==> src/rtl/rom_arbiter_pkg.sv <==
// rom_arbiter_pkg: state encoding, master indices and default sizes for the ROM arbiter
package rom_arbiter_pkg;
  typedef enum logic [1:0] {IDLE, REQ, WAIT} state_t;
  localparam logic M0 = 1'b0;
  localparam logic M1 = 1'b1;
  localparam int CNT_W = 8;
  localparam int TIMEOUT_DEF = 15;
  localparam int ADDR_W_DEF = 11;
  localparam int DATA_W_DEF = 32;
endpackage

==> src/rtl/rom_arbiter_if.sv <==
// rom_arbiter_if: both master request channels plus the ROM slave bus
interface rom_arbiter_if #(
  parameter int ADDR_W = 11,
  parameter int DATA_W = 32
);
  logic              m0_req_, m1_req_;
  logic [ADDR_W-1:0] m0_addr, m1_addr;
  logic [DATA_W-1:0] m0_rd_data, m1_rd_data;
  logic              m0_rdy_, m1_rdy_, m0_err_, m1_err_;
  logic              rom_cs_, rom_as_, rom_rdy_;
  logic [ADDR_W-1:0] rom_addr;
  logic [DATA_W-1:0] rom_rd_data;
  modport slave (
    input  m0_req_, m1_req_, m0_addr, m1_addr, rom_rd_data, rom_rdy_,
    output m0_rd_data, m1_rd_data, m0_rdy_, m1_rdy_, m0_err_, m1_err_, rom_cs_, rom_as_, rom_addr
  );
  modport master (
    output m0_req_, m1_req_, m0_addr, m1_addr, rom_rd_data, rom_rdy_,
    input  m0_rd_data, m1_rd_data, m0_rdy_, m1_rdy_, m0_err_, m1_err_, rom_cs_, rom_as_, rom_addr
  );
endinterface

==> src/rtl/rom_arbiter.sv <==
// rom_arbiter: round-robin two-master access sequencer for the single-port ROM with timeout
module rom_arbiter
  import rom_arbiter_pkg::*;
#(
  parameter int ADDR_W  = ADDR_W_DEF,
  parameter int DATA_W  = DATA_W_DEF,
  parameter int TIMEOUT = TIMEOUT_DEF
) (
  input logic          clk,
  input logic          reset,
  rom_arbiter_if.slave bus
);
  state_t            state, state_d;
  logic              gnt, gnt_d, last, last_d, cs_q;
  logic              r0, r1, rdy, tmo, done, pick;
  logic [CNT_W-1:0]  cnt;
  logic [ADDR_W-1:0] addr_q, addr_d;
  logic [DATA_W-1:0] rd_data;
  assign rd_data = bus.rom_rd_data;
  always_comb begin
    r0 = !bus.m0_req_;
    r1 = !bus.m1_req_;
    rdy = state == WAIT && !bus.rom_rdy_;
    tmo = state == WAIT && bus.rom_rdy_ && cnt == CNT_W'(TIMEOUT - 1);
    done = rdy || tmo;
    pick = (r0 && r1) ? !last : !r0;
    state_d = state;
    gnt_d = gnt;
    last_d = last;
    if (state == IDLE && (r0 || r1)) begin
      state_d = REQ;
      gnt_d = pick;
    end else if (state == REQ) begin
      state_d = WAIT;
    end else if (done) begin
      // the served master's own request is ignored in its completion cycle
      last_d = gnt;
      state_d = (gnt ? r0 : r1) ? REQ : IDLE;
      gnt_d = !gnt;
    end
    addr_d = gnt_d ? bus.m1_addr : bus.m0_addr;
  end
  always_ff @(posedge clk or negedge reset) begin
    if (!reset) begin
      state <= IDLE;
      gnt <= M0;
      last <= M1;
      cnt <= '0;
      cs_q <= 1'b1;
      addr_q <= '0;
    end else begin
      state <= state_d;
      gnt <= gnt_d;
      last <= last_d;
      cnt <= state == REQ ? '0 : state == WAIT ? cnt + 1'b1 : cnt;
      cs_q <= state_d != REQ;
      addr_q <= state_d == REQ ? addr_d : addr_q;
    end
  end
  assign bus.rom_cs_    = cs_q;
  assign bus.rom_as_    = cs_q;
  assign bus.rom_addr   = addr_q;
  assign bus.m0_rdy_    = !(rdy && gnt == M0);
  assign bus.m1_rdy_    = !(rdy && gnt == M1);
  assign bus.m0_err_    = !(tmo && gnt == M0);
  assign bus.m1_err_    = !(tmo && gnt == M1);
  assign bus.m0_rd_data = (rdy && gnt == M0) ? rd_data : '0;
  assign bus.m1_rd_data = (rdy && gnt == M1) ? rd_data : '0;
endmodule

==> src/flat_wrapper.sv <==
// flat-port wrapper written by rule: the top's interface ports become plain ports
module rom_arbiter_flat import rom_arbiter_pkg::*;
#(
  parameter int ADDR_W  = ADDR_W_DEF,
  parameter int DATA_W  = DATA_W_DEF,
  parameter int TIMEOUT = TIMEOUT_DEF
)
  (clk, reset, bus_m0_req_, bus_m1_req_, bus_m0_addr, bus_m1_addr, bus_rom_rd_data, bus_rom_rdy_, bus_m0_rd_data, bus_m1_rd_data, bus_m0_rdy_, bus_m1_rdy_, bus_m0_err_, bus_m1_err_, bus_rom_cs_, bus_rom_as_, bus_rom_addr);
  rom_arbiter_if #(.ADDR_W(ADDR_W), .DATA_W(DATA_W)) bus_i ();
  input logic clk;
  input logic reset;
  input wire logic [$bits(bus_i.m0_req_)-1:0] bus_m0_req_;
  input wire logic [$bits(bus_i.m1_req_)-1:0] bus_m1_req_;
  input wire logic [$bits(bus_i.m0_addr)-1:0] bus_m0_addr;
  input wire logic [$bits(bus_i.m1_addr)-1:0] bus_m1_addr;
  input wire logic [$bits(bus_i.rom_rd_data)-1:0] bus_rom_rd_data;
  input wire logic [$bits(bus_i.rom_rdy_)-1:0] bus_rom_rdy_;
  output wire logic [$bits(bus_i.m0_rd_data)-1:0] bus_m0_rd_data;
  output wire logic [$bits(bus_i.m1_rd_data)-1:0] bus_m1_rd_data;
  output wire logic [$bits(bus_i.m0_rdy_)-1:0] bus_m0_rdy_;
  output wire logic [$bits(bus_i.m1_rdy_)-1:0] bus_m1_rdy_;
  output wire logic [$bits(bus_i.m0_err_)-1:0] bus_m0_err_;
  output wire logic [$bits(bus_i.m1_err_)-1:0] bus_m1_err_;
  output wire logic [$bits(bus_i.rom_cs_)-1:0] bus_rom_cs_;
  output wire logic [$bits(bus_i.rom_as_)-1:0] bus_rom_as_;
  output wire logic [$bits(bus_i.rom_addr)-1:0] bus_rom_addr;
  assign bus_i.m0_req_ = bus_m0_req_;
  assign bus_i.m1_req_ = bus_m1_req_;
  assign bus_i.m0_addr = bus_m0_addr;
  assign bus_i.m1_addr = bus_m1_addr;
  assign bus_i.rom_rd_data = bus_rom_rd_data;
  assign bus_i.rom_rdy_ = bus_rom_rdy_;
  assign bus_m0_rd_data = bus_i.m0_rd_data;
  assign bus_m1_rd_data = bus_i.m1_rd_data;
  assign bus_m0_rdy_ = bus_i.m0_rdy_;
  assign bus_m1_rdy_ = bus_i.m1_rdy_;
  assign bus_m0_err_ = bus_i.m0_err_;
  assign bus_m1_err_ = bus_i.m1_err_;
  assign bus_rom_cs_ = bus_i.rom_cs_;
  assign bus_rom_as_ = bus_i.rom_as_;
  assign bus_rom_addr = bus_i.rom_addr;
  rom_arbiter #(.ADDR_W(ADDR_W), .DATA_W(DATA_W), .TIMEOUT(TIMEOUT)) u_core (.clk(clk), .reset(reset), .bus(bus_i));
endmodule
==> config.mk <==
export PLATFORM = sky130hd
export DESIGN_NAME = rom_arbiter_flat
export DESIGN_NICKNAME = d
export VERILOG_FILES = /design/src/rtl/rom_arbiter_pkg.sv /design/src/rtl/rom_arbiter_if.sv /design/src/rtl/rom_arbiter.sv /design/src/flat_wrapper.sv
export SDC_FILE = /design/constraint.sdc
export NUM_CORES = 1
export LEC_CHECK = 0
export CAP_MARGIN = 25
export CORE_ASPECT_RATIO = 1.5
export CORE_MARGIN = 4
export CORE_UTILIZATION = 37
export DETAILED_ROUTE_END_ITERATION = 10
export HOLD_SLACK_MARGIN = 0.02
export PLACE_DENSITY = 0.92
export SETUP_SLACK_MARGIN = 0.05
export SYNTH_ARGS = -nofsm -noshare
export SYNTH_HDL_FRONTEND = slang
export SYNTH_SLANG_ARGS = --single-unit
==> constraint.sdc <==
create_clock -name clk -period 5.7 [get_ports clk]
set_input_delay 1.425 -clock clk [delete_from_list [all_inputs] [get_ports clk]]
set_output_delay 1.425 -clock clk [all_outputs]
set_load 0.01 [all_outputs]
==> results.ini <==
[outcome]
status=finished clean

[floorplanning]
initial_core_util=0.3804
ios=140
core-area_sq_mm=0.004848
die_h_microns=94.47
core.rowCount=31
dieArea_sq_mm=0.006201
die_w_microns=65.65

[yosys]
yosys.area.top_type=dfrtp_1
ys.flop_type=dfrtp_1
synthTopCellsByCount=and3_1 (35), and2_1 (33), dfrtp_1 (22), inv_1 (19)
seq_area_frac_synth=0.3270
syn_nets=288
synthTopCellsByArea=dfrtp_1 (30%), and3_1 (12%), and2_1 (11%)
syn_area_per_cell_sq_um=8.233
synth-edff-count=0
synth.most_common_cell=and3_1
synth_seq_cells=24
synth_warnings=0
synth_cell_types=38
synthCells=224
synthArstFlopShare=1.000
yosysTopAreaCellShare=0.2985
netlist_area_sq_mm=0.001844

[cells_and_area]
area.growth.synth_to_final_pct=84.60
num_antenna_cells=0
layout.nets=419
drive_above_1_share=0.06215
stdcell_area_sq_mm=0.003405

[job]
maxCapViolCount=0

[timing]
max_slew_margin=0.6915
whs_ns=0.5566
timing.final.crit_period_ns=4.569
rsz0062_at_grt=false
worstMarginPinSlew_ns=0.4627
setup_viol=0
drv_slew=0
fin_crit_sh=0.8016
final.setup.tns_ns=0
clock_skew_ns=0.008177
fmax_mhz=218.9
finalHoldViolCount=0

[place]
place_area_sq_mm=0.003278
routabilityCongestion=0.8613
port_buffers=139
hpwl_microns=5501

[detailed_routing]
wl_per_cell_microns=16.10
first_iter_violations=123
drc=0
firstDrtPassIters=4
vias=2144
ant_nets=0
via_per_inst=5.105
wl_microns=6764

[min_path]
holdCritStartpoint=u_core.state[1]
worstHoldPathType=reg -> reg

[clock_network]
numCtsBuffers=3
clk-insertion-delay-late_ns=0.27
cts_tree=done
postCtsSetupBuffers=0
clk_pin_slew_ns=0.08
cts.sinks=24
cts_hold_buf=0
clk_path_buf_depth=2
post_cts_resized=0
root_buffer=clkbuf_8
htree_levels=1

[setup_path]
start_kind=input pin
cp-end-kind=output port
crit_arrival_ns=3.14
cp-startpoint=bus_rom_rdy_
crit_type=in -> out
cp.required_ns=4.28
critPathMaxFanout=33
r2r_start=u_core.state[0]

[grt]
grt_max_degree=45
globalRouteMet3Util=0.05595
grt_first_pass_wirelength_microns=10270
antenna_found_initial=0
grt_util_met1=0.2268
grt_pass1_vias=2105
grt_usage=0.2096
met2_usage=0.3983
top_usage_layer=met2
gr-total-overflow=0

[pwr]
peakVddDrop_mv=0.3240
powerDensity_mw_per_mm2=373.9
p_leak_uw=0.001472

## registers in the layout, summed over array words and instances, names as in the netlist
| signal | count |
|---|---|
| u_core.bus.rom_addr | 11 |
| u_core.bus.rom_as_ | 1 |
| u_core.cnt | 8 |
| u_core.gnt | 1 |
| u_core.last | 1 |
| u_core.state | 2 |
## power by group
part,internal (uW),total [uW],switching [uW]
clock,93.9,150,56.1
sequential,248,306,57.7
combinational,414,817,403
## placed cells by master, fill, tap and decap left out, types with 3 or more instances in the layout
cell type	netlist	layout
o211ai_1	11	11
clkdlybuf4s50_1	0	139
buf_4	2	5
nor2_1	9	9
inv_1	19	19
o221ai_1	11	11
and2_1	33	33
nand2b_1	3	3
nand2_1	14	14
nor2b_1	5	4
clkbuf_8	0	3
a21oi_1	4	4
o21ai_0	6	6
and3_1	35	35
ha_1	5	5
a22o_1	3	3
dfrtp_1	22	22
## cells by family after synthesis
family / Yosys count / synth area share
XOR/XNOR: 2 / 0.009500
AO/OA/AOI/OAI: 43 / 0.1866
adder cells (fa/ha/maj): 5 / 0.03392
flip-flops: 24 / 0.3270
AND/OR/NAND/NOR: 108 / 0.3358
buffers and inverters: 39 / 0.08955
multiplexers: 3 / 0.01764
## through the flow
stage / util / instances / setup slack [ns] / total power, uW
6_report: 0.7022 / 420 / 1.131 / 1273
5_1_grt: 0.7022 / 420 / 0.9976 / 1365
4_1_cts: 0.6908 / 418 / 1.099 / 1250
3_5_place_dp: 0.6761 / 414 / 1.110 / 1094
3_3_place_gp: 0.6761 / 414 / 1.153 / 1065
2_1_floorplan: - / 224 / 1.874 / 746.9
## worst max-delay path: stages
cell,delay (ns)
clkdlybuf4s50_1,0.46
nor2b_2,0.14
nor2b_1,0.13
buf_4,0.26
and2_1,0.17
clkdlybuf4s50_1,0.54
## final timing paths
kind / end / slack (ns) / cells after the start
max: bus_m0_rd_data[24] / 1.13 / 6
min: u_core.state[1] / 0.56 / 1
max reg2reg: u_core.bus.rom_addr[9] / 3.21 / 9
min reg2reg: u_core.state[1] / 0.56 / 1
max in group asynchronous: u_core.bus.rom_as_ / 3.82 / 2
min in group asynchronous: u_core.bus.rom_addr[7] / 1.41 / 1
## per-layer routing
layer  vias up  wire (microns)
li1       1039               -
met5         -               0
met3         5             625
met2       107            3535
met4         0              55
met1       993            2548
## area by class of cell
type                            instances  area [sq um]
Multi-Input combinational cell        161          1092
Inverter                               19         71.32
Sequential cell                        24         603.1
Fill cell                             362          1444
Clock inverter                          1         30.03
Timing Repair Buffer                  146          1484
Clock buffer                            3         41.29
Tap cell                               66         82.58
Note: power is estimated with default switching activity, not from simulation.
